**src/rtl/ccff_bitstream_loader.sv**
```systemverilog
`default_nettype none
// ============================================================================
// Module   : ccff_bitstream_loader
// Brief    : Serializes parallel bitstream words into a tile's configuration
//            chain head and returns the bits leaving its tail as readback words.
// Revision : 1.0
// ============================================================================
module ccff_bitstream_loader #(
    parameter int CHAIN_LEN = 65,
    parameter int WORD_W    = 8
) (
    input  logic              prog_clk,
    input  logic              pReset,
    input  logic              start,
    output logic              busy,
    output logic              done,
    input  logic [WORD_W-1:0] in_data,
    input  logic              in_valid,
    output logic              in_ready,
    output logic              ccff_head,
    output logic              ccff_shift_en,
    input  logic              ccff_tail,
    output logic [WORD_W-1:0] rb_data,
    output logic              rb_valid
);

    localparam int c_NWORDS = (CHAIN_LEN + WORD_W - 1) / WORD_W;
    localparam int c_R      = CHAIN_LEN - (c_NWORDS - 1) * WORD_W;
    localparam int c_BCW    = $clog2(CHAIN_LEN + 1);
    localparam int c_WCW    = $clog2(c_NWORDS + 1);
    localparam int c_SCW    = $clog2(WORD_W + 1);

    typedef enum logic [1:0] {
        S_IDLE      = 2'd0,
        S_WAIT_WORD = 2'd1,
        S_SHIFT     = 2'd2,
        S_DONE      = 2'd3
    } state_t;

    state_t              r_state;
    state_t              w_state_next;
    logic                w_accept;
    logic                w_word_end;
    logic                w_last_word;
    logic [c_BCW-1:0]    w_bit_cnt_inc;
    logic [WORD_W-1:0]   w_rb_full;
    logic [c_SCW-1:0]    w_pad;

    logic [c_BCW-1:0]    r_bit_cnt;
    logic [c_WCW-1:0]    r_word_cnt;
    logic [c_SCW-1:0]    r_sub_cnt;
    logic [c_SCW-1:0]    r_word_bits;
    logic [WORD_W-1:0]   r_sreg;
    logic [WORD_W-1:0]   r_rb_shift;
    logic [WORD_W-1:0]   r_rb_data;
    logic                r_busy;
    logic                r_done;
    logic                r_in_ready;
    logic                r_head;
    logic                r_shift_en;
    logic                r_rb_valid;

    assign w_bit_cnt_inc = r_bit_cnt + c_BCW'(1);
    assign w_last_word   = (r_word_cnt == c_WCW'(c_NWORDS - 1));
    // r_sub_cnt counts bits still to go after the one currently on the head
    assign w_rb_full     = (r_rb_shift << 1) | WORD_W'(ccff_tail);
    assign w_pad         = c_SCW'(WORD_W) - r_word_bits;

    always_ff @(posedge prog_clk) begin
        if (pReset) begin
            r_state <= S_IDLE;
        end else begin
            r_state <= w_state_next;
        end
    end

    always_comb begin
        w_state_next = r_state;
        w_accept     = 1'b0;
        w_word_end   = 1'b0;
        case (r_state)
            S_IDLE: begin
                if (start) begin
                    w_state_next = S_WAIT_WORD;
                end
            end
            S_WAIT_WORD: begin
                if (in_valid) begin
                    w_accept     = 1'b1;
                    w_state_next = S_SHIFT;
                end
            end
            S_SHIFT: begin
                if (r_sub_cnt == '0) begin
                    w_word_end   = 1'b1;
                    w_state_next = (w_bit_cnt_inc == c_BCW'(CHAIN_LEN)) ? S_DONE : S_WAIT_WORD;
                end
            end
            S_DONE: begin
                w_state_next = S_IDLE;
            end
            default: begin
                w_state_next = S_IDLE;
            end
        endcase
    end

    // Outputs are flops loaded from the next-state decode so they align with r_state
    always_ff @(posedge prog_clk) begin
        if (pReset) begin
            r_bit_cnt   <= '0;
            r_word_cnt  <= '0;
            r_sub_cnt   <= '0;
            r_word_bits <= '0;
            r_sreg      <= '0;
            r_rb_shift  <= '0;
            r_rb_data   <= '0;
            r_busy      <= 1'b0;
            r_done      <= 1'b0;
            r_in_ready  <= 1'b0;
            r_head      <= 1'b0;
            r_shift_en  <= 1'b0;
            r_rb_valid  <= 1'b0;
        end else begin
            r_busy     <= (w_state_next == S_WAIT_WORD) || (w_state_next == S_SHIFT);
            r_in_ready <= (w_state_next == S_WAIT_WORD);
            r_shift_en <= (w_state_next == S_SHIFT);
            r_done     <= (w_state_next == S_DONE);
            r_rb_valid <= w_word_end;

            if ((r_state == S_IDLE) && start) begin
                r_bit_cnt  <= '0;
                r_word_cnt <= '0;
            end

            if (w_accept) begin
                r_head      <= in_data[WORD_W-1];
                r_sreg      <= in_data << 1;
                r_sub_cnt   <= w_last_word ? c_SCW'(c_R - 1) : c_SCW'(WORD_W - 1);
                r_word_bits <= w_last_word ? c_SCW'(c_R) : c_SCW'(WORD_W);
                r_word_cnt  <= r_word_cnt + c_WCW'(1);
                r_rb_shift  <= '0;
            end

            if (r_state == S_SHIFT) begin
                r_bit_cnt  <= w_bit_cnt_inc;
                r_rb_shift <= w_rb_full;
                if (w_word_end) begin
                    r_rb_data <= w_rb_full << w_pad;
                end else begin
                    r_head    <= r_sreg[WORD_W-1];
                    r_sreg    <= r_sreg << 1;
                    r_sub_cnt <= r_sub_cnt - c_SCW'(1);
                end
            end
        end
    end

    assign busy          = r_busy;
    assign done          = r_done;
    assign in_ready      = r_in_ready;
    assign ccff_head     = r_head;
    assign ccff_shift_en = r_shift_en;
    assign rb_data       = r_rb_data;
    assign rb_valid      = r_rb_valid;

endmodule
`default_nettype wire

```
**config.mk**
```make
export PLATFORM = sky130hd
export DESIGN_NAME = ccff_bitstream_loader
export DESIGN_NICKNAME = d
export VERILOG_FILES = /design/src/rtl/ccff_bitstream_loader.sv
export SDC_FILE = /design/constraint.sdc
export NUM_CORES = 1
export LEC_CHECK = 0
export BUFFER_PORTS_ARGS = -buffer_cell sky130_fd_sc_hd__buf_2
export CORE_UTILIZATION = 40
export CTS_BUF_LIST = sky130_fd_sc_hd__clkbuf_16
export CTS_CLUSTER_SIZE = 8
export DETAILED_ROUTE_END_ITERATION = 10
export PLACE_DENSITY_LB_ADDON = 0.08
export SYNTH_ARGS = -nofsm -noshare
export SYNTH_HDL_FRONTEND = slang
export SYNTH_SLANG_ARGS = --single-unit
```
**constraint.sdc**
```tcl
create_clock -name prog_clk -period 2.1 [get_ports prog_clk]
set_input_delay 0.21 -clock prog_clk [delete_from_list [all_inputs] [get_ports prog_clk]]
set_output_delay 0.21 -clock prog_clk [all_outputs]
set_load 0.01 [all_outputs]
```
==> flow_metrics.py <==
metrics = {
    "run_status": {
        "status": "complete, no violations",
    },
    "yosys": {
        "synth-xor-area-share_pct": 0.8028,
        "synth_top_family_by_area": "simple AND/OR/NAND/NOR gates",
        "synth_cell_types": 44,
        "ys_async_sr_fraction_pct": 0,
        "syn_avg_cell_area_um2": 8.458,
        "synthAdderAreaFrac_pct": 5.161,
        "seq_area_frac_synth_pct": 44.04,
        "synth_ff_type": "dfxtp_1",
        "ys_warn_count": 0,
        "synthSimpleGateAreaFrac_pct": 26.26,
        "synth_compound_area_share_pct": 17.49,
        "syn-cell-area_um2": 2182,
        "muxShareOfSynthArea_pct": 1.032,
        "synth_top_cells_by_area": "dfxtp_1 (44%), nor2_1 (6.7%), nand2_1 (5.7%), ha_1 (5.2%), a22oi_1 (3.8%)",
        "synth_top_area_cell": "dfxtp_1",
        "syn_nets": 280,
        "synth-edff-count": 0,
        "synthCells": 258,
        "synth_top_area_share_pct": 44.04,
        "ys_seq_elements": 48,
    },
    "placed_design": {
        "post-dp-hpwl_um": 3134,
        "routabilityCongestion": 0.7840,
        "placedCellCount": 347,
        "post-place-ws_ns": 0.04229,
        "placed_area_um2": 2391,
        "port_buffers": 26,
    },
    "final_layout": {
        "regArea_um2": 962.2,
        "final_common_cell": "dfxtp_1",
        "multi_input_comb_area_um2": 1115,
        "fillers": 536,
        "final_cells": 356,
        "final_cell_area_um2": 2601,
        "n_antenna_cell": 0,
        "final_cell_mix": "dfxtp_1 (47), nor2_1 (39), nand2_1 (33), buf_2 (26), a21oi_1 (15)",
        "drive_gt1_share_pct": 19.93,
        "areaGrowthSynthToFinish_pct": 19.21,
        "nets": 307,
    },
    "global_route": {
        "use_met3_pct": 2.778,
        "grt_use_met1_pct": 23.25,
        "busiest_layer": "met2",
        "grt_overflow": 0,
        "grt_usage_pct": 17.21,
        "antenna_found_initial": 0,
        "grt_max_degree": 22,
        "grt_pass1_wl_um": 7396,
        "gr-usage-met2_pct": 27.43,
        "grt_pass1_vias": 1587,
    },
    "floorplan": {
        "fp.coreArea_um2": 5172,
        "die_x_um": 75.86,
        "initial_core_util_pct": 42.19,
        "rows": 26,
        "die_h_um": 75.86,
        "die_area_um2": 5755,
        "num_io_pins": 27,
    },
    "worst_setup_path": {
        "crit_end": "busy$_SDFF_PP0_",
        "crit_fanout": 3,
        "worstSetupPathDepth": 8,
        "cpPeakStageDelay_ns": 0.38,
        "r2r_start": "r_sub_cnt[0]$_SDFF_PP0_",
        "path_cells": "inv_1, ha_1, or3b_1, a311o_1, a31oi_4, a211oi_2, ha_1, nor2_1",
        "crit_family": "compound AO/OA/AOI/OAI gates",
        "path_buf_inv": 1,
        "rrSetupSlack_ns": 0.09,
        "critPathLaunch": "r_sub_cnt[0]$_SDFF_PP0_",
        "arrival_ns": 2.17,
        "cp-start-kind": "flip-flop",
        "reg2reg_depth": 8,
        "critical_path_class": "reg2reg",
        "cp-end-kind": "flip-flop",
        "path_common_cell": "ha_1",
        "cp_data_required_time_ns": 2.26,
        "r2r_end": "busy$_SDFF_PP0_",
        "critPathSlowestCell": "or3b_1",
    },
    "pwr": {
        "p_leak_nw": 1.009,
        "pwr_density_cell_nw_per_um2": 825.9,
        "irDropWorstVdd_mv": 0.3063,
    },
    "sta": {
        "hold_violations": 0,
        "slew_headroom_pct": 60.15,
        "drv_slew": 0,
        "fin_tns_setup_ns": 0,
        "fmax_mhz": 497.6,
        "min_period_ns": 2.010,
        "setup_violations": 0,
        "fin_ws_ns": 0.09049,
        "skew_ns": 0.006459,
        "whs_ns": 0.1892,
        "tightest_slew_ns": 0.5965,
        "finalCritPeriodShare_pct": 95.69,
    },
    "detailed_routing": {
        "drtPass1Iterations": 4,
        "vias": 1815,
        "wl_per_cell_um": 12.79,
        "drt_wl_total_um": 4555,
        "drcViolationCount": 0,
        "drtAntennaViolNets": 0,
        "dr.first_iter.drc_count": 58,
        "viasPerCell": 5.098,
    },
    "clock_network": {
        "clock_latency_ns": 0.28,
        "path_clk_slew_ns": 0.07,
        "cts_tree": "yes",
        "holdBufCountCts": 0,
        "clockBufferDepth": 2,
        "clock_sinks": 48,
        "cts-root-buf": "clkbuf_16",
        "numCtsBuffers": 5,
        "cts.htree.levels": 2,
    },
    "job": {
        "drv_cap": 0,
    },
    "min_path": {
        "min_path_type": "in2reg",
    },
}
==> worst register-to-register path, cell delays in order (launching register included) <==
cell and delay [ns]:
dfxtp_1 0.32, inv_1 0.10, ha_1 0.16, or3b_1 0.38
a311o_1 0.33, a31oi_4 0.20, a211oi_2 0.07, ha_1 0.29
nor2_1 0.04
==> Yosys cell counts (all sizes together), types with 2 or more instances <==
cell / n
buf: 11
nor3: 11
a21oi: 15
a211oi: 5
dfxtp: 48
clkbuf: 6
nand2: 34
a22oi: 11
a21boi: 2
and2: 2
a311oi: 8
a31oi: 2
nor2b: 5
and3b: 3
o21ai: 2
nor3b: 5
inv: 8
ha: 9
nor2: 40
mux2: 2
o211ai: 2
nand3: 11
==> power by group <==
part / total, W / switching [W] / internal, W
Clock: 0.00103 / 0.000342 / 0.000686
Sequential: 0.000952 / 0.0000185 / 0.000934
Combinational: 0.000168 / 0.000102 / 0.0000662
Total: 0.00215 / 0.000462 / 0.00169
==> through the flow <==
step,util (%),power [W]
CTS,49.98,0.002178
floorplan,-,0.001085
finish,50.29,0.002148
global route,50.29,0.002241
detailed placement,46.23,0.001140
global placement,46.23,0.001139
==> flip-flops by register name (all words and copies together), names as in the netlist, 2 cells and up <==
signal,cells
r_rb_shift,7
r_state,2
r_bit_cnt,7
r_word_cnt,4
r_sreg,8
r_sub_cnt,4
r_word_bits,2
rb_data,8
==> repair_timing <==
item,4_1_cts,5_1_grt
setup endpoints to repair,0,4
setup buffers,0,1
gates resized for setup,0,3
==> cell type report <==
type	instances	share of cell area, %
Clock inverter	3	2.646
Timing Repair Buffer	37	8.177
Inverter	8	1.154
Multi-Input combinational cell	185	42.86
Sequential cell	48	36.99
Tap cell	70	3.367
Clock buffer	5	4.810
==> worst min-delay path by stage <==
stage / startpoint / to / cells after the start
final: in_data[1] / r_sreg[2]$_SDFF_PP0_ / 3
after CTS: in_data[1] / r_sreg[2]$_SDFF_PP0_ / 3
after detailed placement: rb_data[1]$_SDFFE_PP0P_ / rb_data[1]$_SDFFE_PP0P_ / 2
after global routing: in_data[5] / r_sreg[6]$_SDFF_PP0_ / 3
after global placement: rb_data[3]$_SDFFE_PP0P_ / rb_data[3]$_SDFFE_PP0P_ / 2
after floorplan: ccff_tail / rb_data[0]$_SDFFE_PP0P_ / 2
==> metal layers <==
layer	vias to the layer above	part of all wire [%]
met4	0	1.4
met3	5	3.5
li1	956	-
met1	826	50
met5	-	0
met2	28	45
==> logic make-up after synthesis <==
family                     after synthesis
AOI/OAI and AO/OA                       52
xor gates and xnor gates                 2
adders and majority gates                9
buffers and inverters                   25
DFF                                     48
muxes                                    2
and+or+nand+nor                        120
Power figures use the tool's default switching activity.
